### src/rtl/regfile_param.sv
// Parametrised register file: two registered read ports, one write port, per-register busy
// scoreboard. Define REGFILE_BYPASS_EN to forward same-edge writes to the read ports.
module regfile_param #(
    parameter int unsigned WIDTH    = 32,
    parameter int unsigned DEPTH    = 32,
    parameter int unsigned AW       = 5,
    parameter bit          ZERO_REG = 1'b1
) (
    input  logic             clk,
    input  logic             reset,
    input  logic             en,
    input  logic             readEn,
    input  logic [AW-1:0]    rs1,
    input  logic [AW-1:0]    rs2,
    output logic [WIDTH-1:0] readOut1,
    output logic [WIDTH-1:0] readOut2,
    output logic             busy1,
    output logic             busy2,
    input  logic             writeEn,
    input  logic [AW-1:0]    rd,
    input  logic [WIDTH-1:0] dataIn,
    input  logic             rsvEn,
    input  logic [AW-1:0]    rsvRd,
    output logic [DEPTH-1:0] busyVec
);

    localparam logic [AW:0] DepthW = (AW + 1)'(DEPTH);

    logic [WIDTH-1:0] rf_q   [DEPTH];
    logic [WIDTH-1:0] rf_d   [DEPTH];
    logic [WIDTH-1:0] rf_src [DEPTH];
    logic [DEPTH-1:0] busy_q, busy_d, busy_src;
    logic [WIDTH-1:0] out1_q, out2_q, rdata1, rdata2;
    logic             b1_q, b2_q, rbusy1, rbusy2;
    logic             wr_ok, rsv_ok;

    // Address maps to a real, writable register (excludes out-of-range and hardwired r0).
    function automatic logic addr_ok(input logic [AW-1:0] a);
        return ({1'b0, a} < DepthW) && !(ZERO_REG && (a == '0));
    endfunction

    always_comb begin
        wr_ok  = en && writeEn && addr_ok(rd);
        rsv_ok = en && rsvEn && addr_ok(rsvRd);
        busy_d = busy_q;
        for (int i = 0; i < DEPTH; i++) begin
            rf_d[i] = rf_q[i];
            if (wr_ok && (rd == AW'(i))) begin
                rf_d[i]   = dataIn;
                busy_d[i] = 1'b0;
            end
            // A new reservation supersedes the completing producer.
            if (rsv_ok && (rsvRd == AW'(i))) begin
                busy_d[i] = 1'b1;
            end
        end
    end

`ifdef REGFILE_BYPASS_EN
    assign rf_src   = rf_d;
    assign busy_src = busy_d;
`else
    assign rf_src   = rf_q;
    assign busy_src = busy_q;
`endif

    always_comb begin
        rdata1 = '0;
        rdata2 = '0;
        rbusy1 = 1'b0;
        rbusy2 = 1'b0;
        for (int i = 0; i < DEPTH; i++) begin
            if (addr_ok(AW'(i))) begin
                if (rs1 == AW'(i)) begin
                    rdata1 = rf_src[i];
                    rbusy1 = busy_src[i];
                end
                if (rs2 == AW'(i)) begin
                    rdata2 = rf_src[i];
                    rbusy2 = busy_src[i];
                end
            end
        end
    end

    always_ff @(posedge clk or posedge reset) begin
        if (reset) begin
            for (int i = 0; i < DEPTH; i++) begin
                rf_q[i] <= '0;
            end
            busy_q <= '0;
            out1_q <= '0;
            out2_q <= '0;
            b1_q   <= 1'b0;
            b2_q   <= 1'b0;
        end else begin
            for (int i = 0; i < DEPTH; i++) begin
                rf_q[i] <= rf_d[i];
            end
            busy_q <= busy_d;
            if (en && readEn) begin
                out1_q <= rdata1;
                out2_q <= rdata2;
                b1_q   <= rbusy1;
                b2_q   <= rbusy2;
            end
        end
    end

    assign readOut1 = out1_q;
    assign readOut2 = out2_q;
    assign busy1    = b1_q;
    assign busy2    = b2_q;
    assign busyVec  = busy_q;

endmodule

### config.mk
export PLATFORM = sky130hd
export DESIGN_NAME = regfile_param
export DESIGN_NICKNAME = d
export VERILOG_FILES = /design/src/rtl/regfile_param.sv
export SDC_FILE = /design/constraint.sdc
export NUM_CORES = 2
export LEC_CHECK = 0
export ABC_AREA = 1
export CELL_PAD_IN_SITES_DETAIL_PLACEMENT = 0
export CELL_PAD_IN_SITES_GLOBAL_PLACEMENT = 1
export CORE_UTILIZATION = 30
export DETAILED_ROUTE_END_ITERATION = 12
export HOLD_SLACK_MARGIN = 0.1
export PLACE_DENSITY = 0.66
export SLEW_MARGIN = 30
export SYNTH_ARGS = -nofsm -noshare
export SYNTH_HDL_FRONTEND = slang
export SYNTH_SLANG_ARGS = --single-unit
### constraint.sdc
create_clock -name clk -period 44 [get_ports clk]
set_input_delay 8.8 -clock clk [delete_from_list [all_inputs] [get_ports clk]]
set_output_delay 8.8 -clock clk [all_outputs]
set_load 0.005 [all_outputs]
### Word level (Yosys, flattened, before mapping)

Index checks and enable logic that the tools add are counted.

| storage, ports and cells | value |
|---|---|
| bits in registers | 1090 |
| input port bits | 58 |
| output and inout bits | 98 |
| logic and storage cells | 484 |

| operators by class | value |
|---|---|
| equal/unequal tests | 124 |
| multiplexer cells | 188 |
| reduce and logical (&&, ||, !) cells | 105 |

Operators with widths:

| operator | number |
|---|---|
| 2-to-1 mux 32 bit | 62 |
| == test 5 bit (second input constant) | 64 |
| == test 5 x 4 -> 1 bit (second input constant) | 32 |
| 2-to-1 mux 1 bit | 126 |
| == test 5 x 3 -> 1 bit (second input constant) | 16 |
| logical AND 1 bit | 69 |
| nonzero test 2 bit | 32 |
| == test 5 x 2 -> 1 bit (second input constant) | 8 |
| == test 5 x 1 -> 1 bit (second input constant) | 4 |
| logical NOT 5 bit | 2 |
| logical NOT 1 bit | 2 |

### Longest topological paths before layout

| logic depth | value |
|---|---|
| depth after elaboration | 32 |
| gate-level depth with buffers | 24 |
| mapped depth without buffers | 23 |

### Worst setup path after synthesis

No wires, ideal clock.

| path | value |
|---|---|
| kind | in2reg |
| from | in rs2[0] |
| to | reg out2_q[10] (netlist: readOut2[10]) |
| setup time | 0.116 ns |
| arrival time | 10.601 ns |
| data required time | 43.884 ns |
| slack | 33.282 ns |
| cell stages on the path | 22 |
| path buffers | 3 |
| cell sequence | buf_2 -> nor2_2 -> buf_6 -> buf_2 -> nand4_1 -> nand2_1 -> nor2_1 -> nand4_1 -> nand2_1 -> nand4_1 -> nor2_1 -> nand4_1 -> nor2_1 -> nand4_1 -> nor2_1 -> nand4_1 -> nor2_1 -> nand4_1 -> nor2_1 -> nand4_1 -> nand2_1 -> nand2_1 |

| on the way | value |
|---|---|
| word-level cells in the longest chain between the ends | 32 |
| elaborated cells between the ends (all ways) | 62 |
| those cells by class | eq/ne: 31; mux: 31 |

Ends and longest elaborated chain:

| element | line | text |
|---|---|---|
| start: declaration | 14 | `input logic [AW-1:0] rs2,` |
| == test 5 x 1 -> 1 bit | 78 | `if (rs2 == AW'(i)) begin` |
| 2-to-1 mux 32 bit (30 in series) | 78 |  |
| 2-to-1 mux 32 bit * | 78 |  |
| end signal: assignment | 103 | `out2_q <= rdata2;` |
| end: declaration | 33 | `logic [WIDTH-1:0] out1_q, out2_q, rdata1, rdata2;` |

Every way passes the cells marked *; elsewhere a longest branch is shown, timed or not.
A chain may end at the register's enable or synchronous reset.

### Worst setup path in the final report

| path | value |
|---|---|
| from | in rs2[4] |
| to | reg out2_q[6] (netlist: readOut2[6]) |

Same word-level chain as after synthesis.

==> results.yml <==
final_layout:
  nFillCells: 19743
  drive_above_1_share: 0.05927
  seqCellArea_um2: 27280
  nets: 7727
  area_growth_pct: 14.86
  multiInputGateArea_um2: 24260
synthesis:
  yosysUniqueCellTypes: 30
  ys_dominant_reg_cell: "dfrtp_1"
  yosys.area.top_type: "dfrtp_1"
  ys_seq_area_frac: 0.4879
  yosysMostFrequentCell: "nand2_1"
  synth_warnings: 0
  synth_edf_count: 0
  netlist_top_cells_count: "nand2_1, o21ai_0, dfrtp_1"
  syn_nets: 7823
  syn_area_per_cell_um2: 7.200
  syn-cell-area_um2: 55910
  synth_area_leaders: "dfrtp_1, nand2_1, o21ai_0"
  ys_seq_elements: 1090
  syn_inst: 7765
  ys_async_sr_fraction: 1.000
  synth.top_cell.area_share: 0.4879
cts:
  clock_latency_ns: 0.79
  numClockSinks: 1090
  cts_resized: 0
  holdBufCountCts: 0
  numCtsBuffers: 130
  clockBufferDepth: 3
  path_clk_slew_ns: 0.06
  root_buffer: "clkbuf_16"
  post_cts_buffers: 0
  cts_max_level: 4
  cts_tree: "built"
worst_setup_path:
  critPathMaxFanout: 28
  setup.worst_path.end_class: "flip-flop"
  required_ns: 44.67
  critical_path_class: "in -> reg"
  r2r-start: "rf_q[966]"
  r2r_slack_ns: 40.71
  rr_endpoint: "readOut2[6]"
  worst_ep_arrival_time_ns: 14.63
  r2r_cells: 18
  start_kind: "input pin"
route:
  wl_per_cell_um: 26.14
  routed_wl_um: 268000
  via_per_inst: 5.327
  via_count: 54611
  dr.pass1.iters: 9
  ant_nets: 0
  drc: 0
  drtIter0Drc: 6701
min_path:
  holdPathEnd: "busyVec[0]"
  hold_path_class: "reg -> reg"
  worstHoldPathCells: 0
  hp-start: "busyVec[0]"
floorplan:
  num_io_pins: 156
  dieHeight_um: 433.7
  die-area_um2: 188100
  num_rows: 158
  die_w_um: 433.7
  core_area_um2: 185200
  start_util: 0.3018
global_route:
  antenna_found_initial: 22
  groute.usage.overall: 0.2822
  grt_pass1_wl_um: 380100
  grt_pass1_vias: 51195
  grt_max_degree: 167
  grt_overflow: 0
sta:
  maxSlewViolCount: 0
  setup_viol: 0
  grt_setup_unrepaired: "no"
  period_minus_slack_ns: 13.96
  fin_skew_ns: 0.03772
  hold_violations: 0
  fmax_mhz: 71.62
  tns_ns: 0
  finalWorstSetupSlack_ns: 30.04
  min_period_over_period: 0.3173
  tightest_slew_ns: 1.077
  slew_headroom: 0.2820
  hold-worst-slack_ns: 0.3766
pwr:
  power_density_nw_per_um2: 43.23
  p_leak_nw: 29.47
  peakVddDrop_v: 0.00004146
placed_design:
  dpl_worst_slack_ns: 29.38
  io_buffer_count: 155
  gp_congestion: 0.9364
  dp_hpwl_um: 166500
outcome:
  status: "completed"
flow_run:
  cap_viol_max_count: 0
==> placed cells by master (no fill, tap or decap), types with 33 or more instances in the layout <==
cell type / n
a21oi_1: 54
nand4_1: 561
o21ai_0: 1140
inv_1: 609
buf_4: 144
nor2_1: 854
nand2_1: 2671
clkbuf_16: 137
clkdlybuf4s50_1: 155
dfrtp_1: 1090
o2111ai_1: 33
nand3_1: 70
==> state kept, by name, indices dropped and copies added (netlist names) <==
signal    count
busy1         1
busy2         1
busyVec      32
readOut1     32
readOut2     32
rf_q        992
==> metal layers <==
layer,up-vias,global-route usage,part of all wire
li1,24743,-,-
met2,2683,0.4508,0.46
met4,16,0.1618,0.061
met3,650,0.06290,0.088
met5,-,0,0.00043
met1,26519,0.3500,0.39
==> area by class of cell <==
cell class	count	share of cell area
clock buffer	196	0.06120
sequential	1090	0.4247
clock inverter	28	0.005319
inverter	660	0.03902
tap	2480	0.04832
antenna	10	0.0003897
multi-input combinational	5479	0.3778
timing repair buffer	308	0.04323
==> worst max-delay path by stage <==
stage,depth (start not counted),start,endpoint
after floorplan,1,reset,busy1
after global placement,22,rs2[4],readOut2[6]
after detailed placement,22,rs2[4],readOut2[6]
after CTS,22,rs2[4],readOut2[6]
after global routing,22,rs2[4],readOut2[6]
final,22,rs2[4],readOut2[6]
==> critical path: stages <==
cell and delay, ns:
clkdlybuf4s50_1 1.07, clkinv_2 0.64, buf_4 0.43, nand3_1 0.50, buf_4 0.45, nor2_1 0.09
nor2_1 0.12, nand4_1 0.10, nand2_1 0.14, nand4_1 0.10, nor2_1 0.26, nand4_1 0.22
nor2_1 0.20, nand4_1 0.10, nor2_1 0.21, nand4_1 0.30, nor2_1 0.38, nand4_1 0.15
nor2_1 0.13, nand4_1 0.09, nand2_1 0.07, nand2_1 0.05
==> logic make-up after synthesis <==
family	share of synthesized area
AO/OA/AOI/OAI	0.1148
flip-flops	0.4879
buffers and inverters	0.08339
AND/OR/NAND/NOR	0.3139
==> through the flow <==
stage	instances	instance area, µm²	power [mW]	utilization
2_1_floorplan	7765	55910	1.478	-
3_3_place_gp	10014	59810	1.662	0.3229
6_report	10251	64220	2.776	0.3467
5_1_grt	10244	64200	2.888	0.3466
4_1_cts	10239	64140	2.782	0.3462
3_5_place_dp	10015	59860	1.672	0.3232
==> power by group <==
| group | switching (mW) | internal [mW] | total (mW) |
|---|---|---|---|
| combinational | 0.256 | 0.126 | 0.382 |
| clock | 0.457 | 0.655 | 1.11 |
| sequential | 0.123 | 1.16 | 1.28 |
Note: power is estimated with default switching activity, not from simulation.
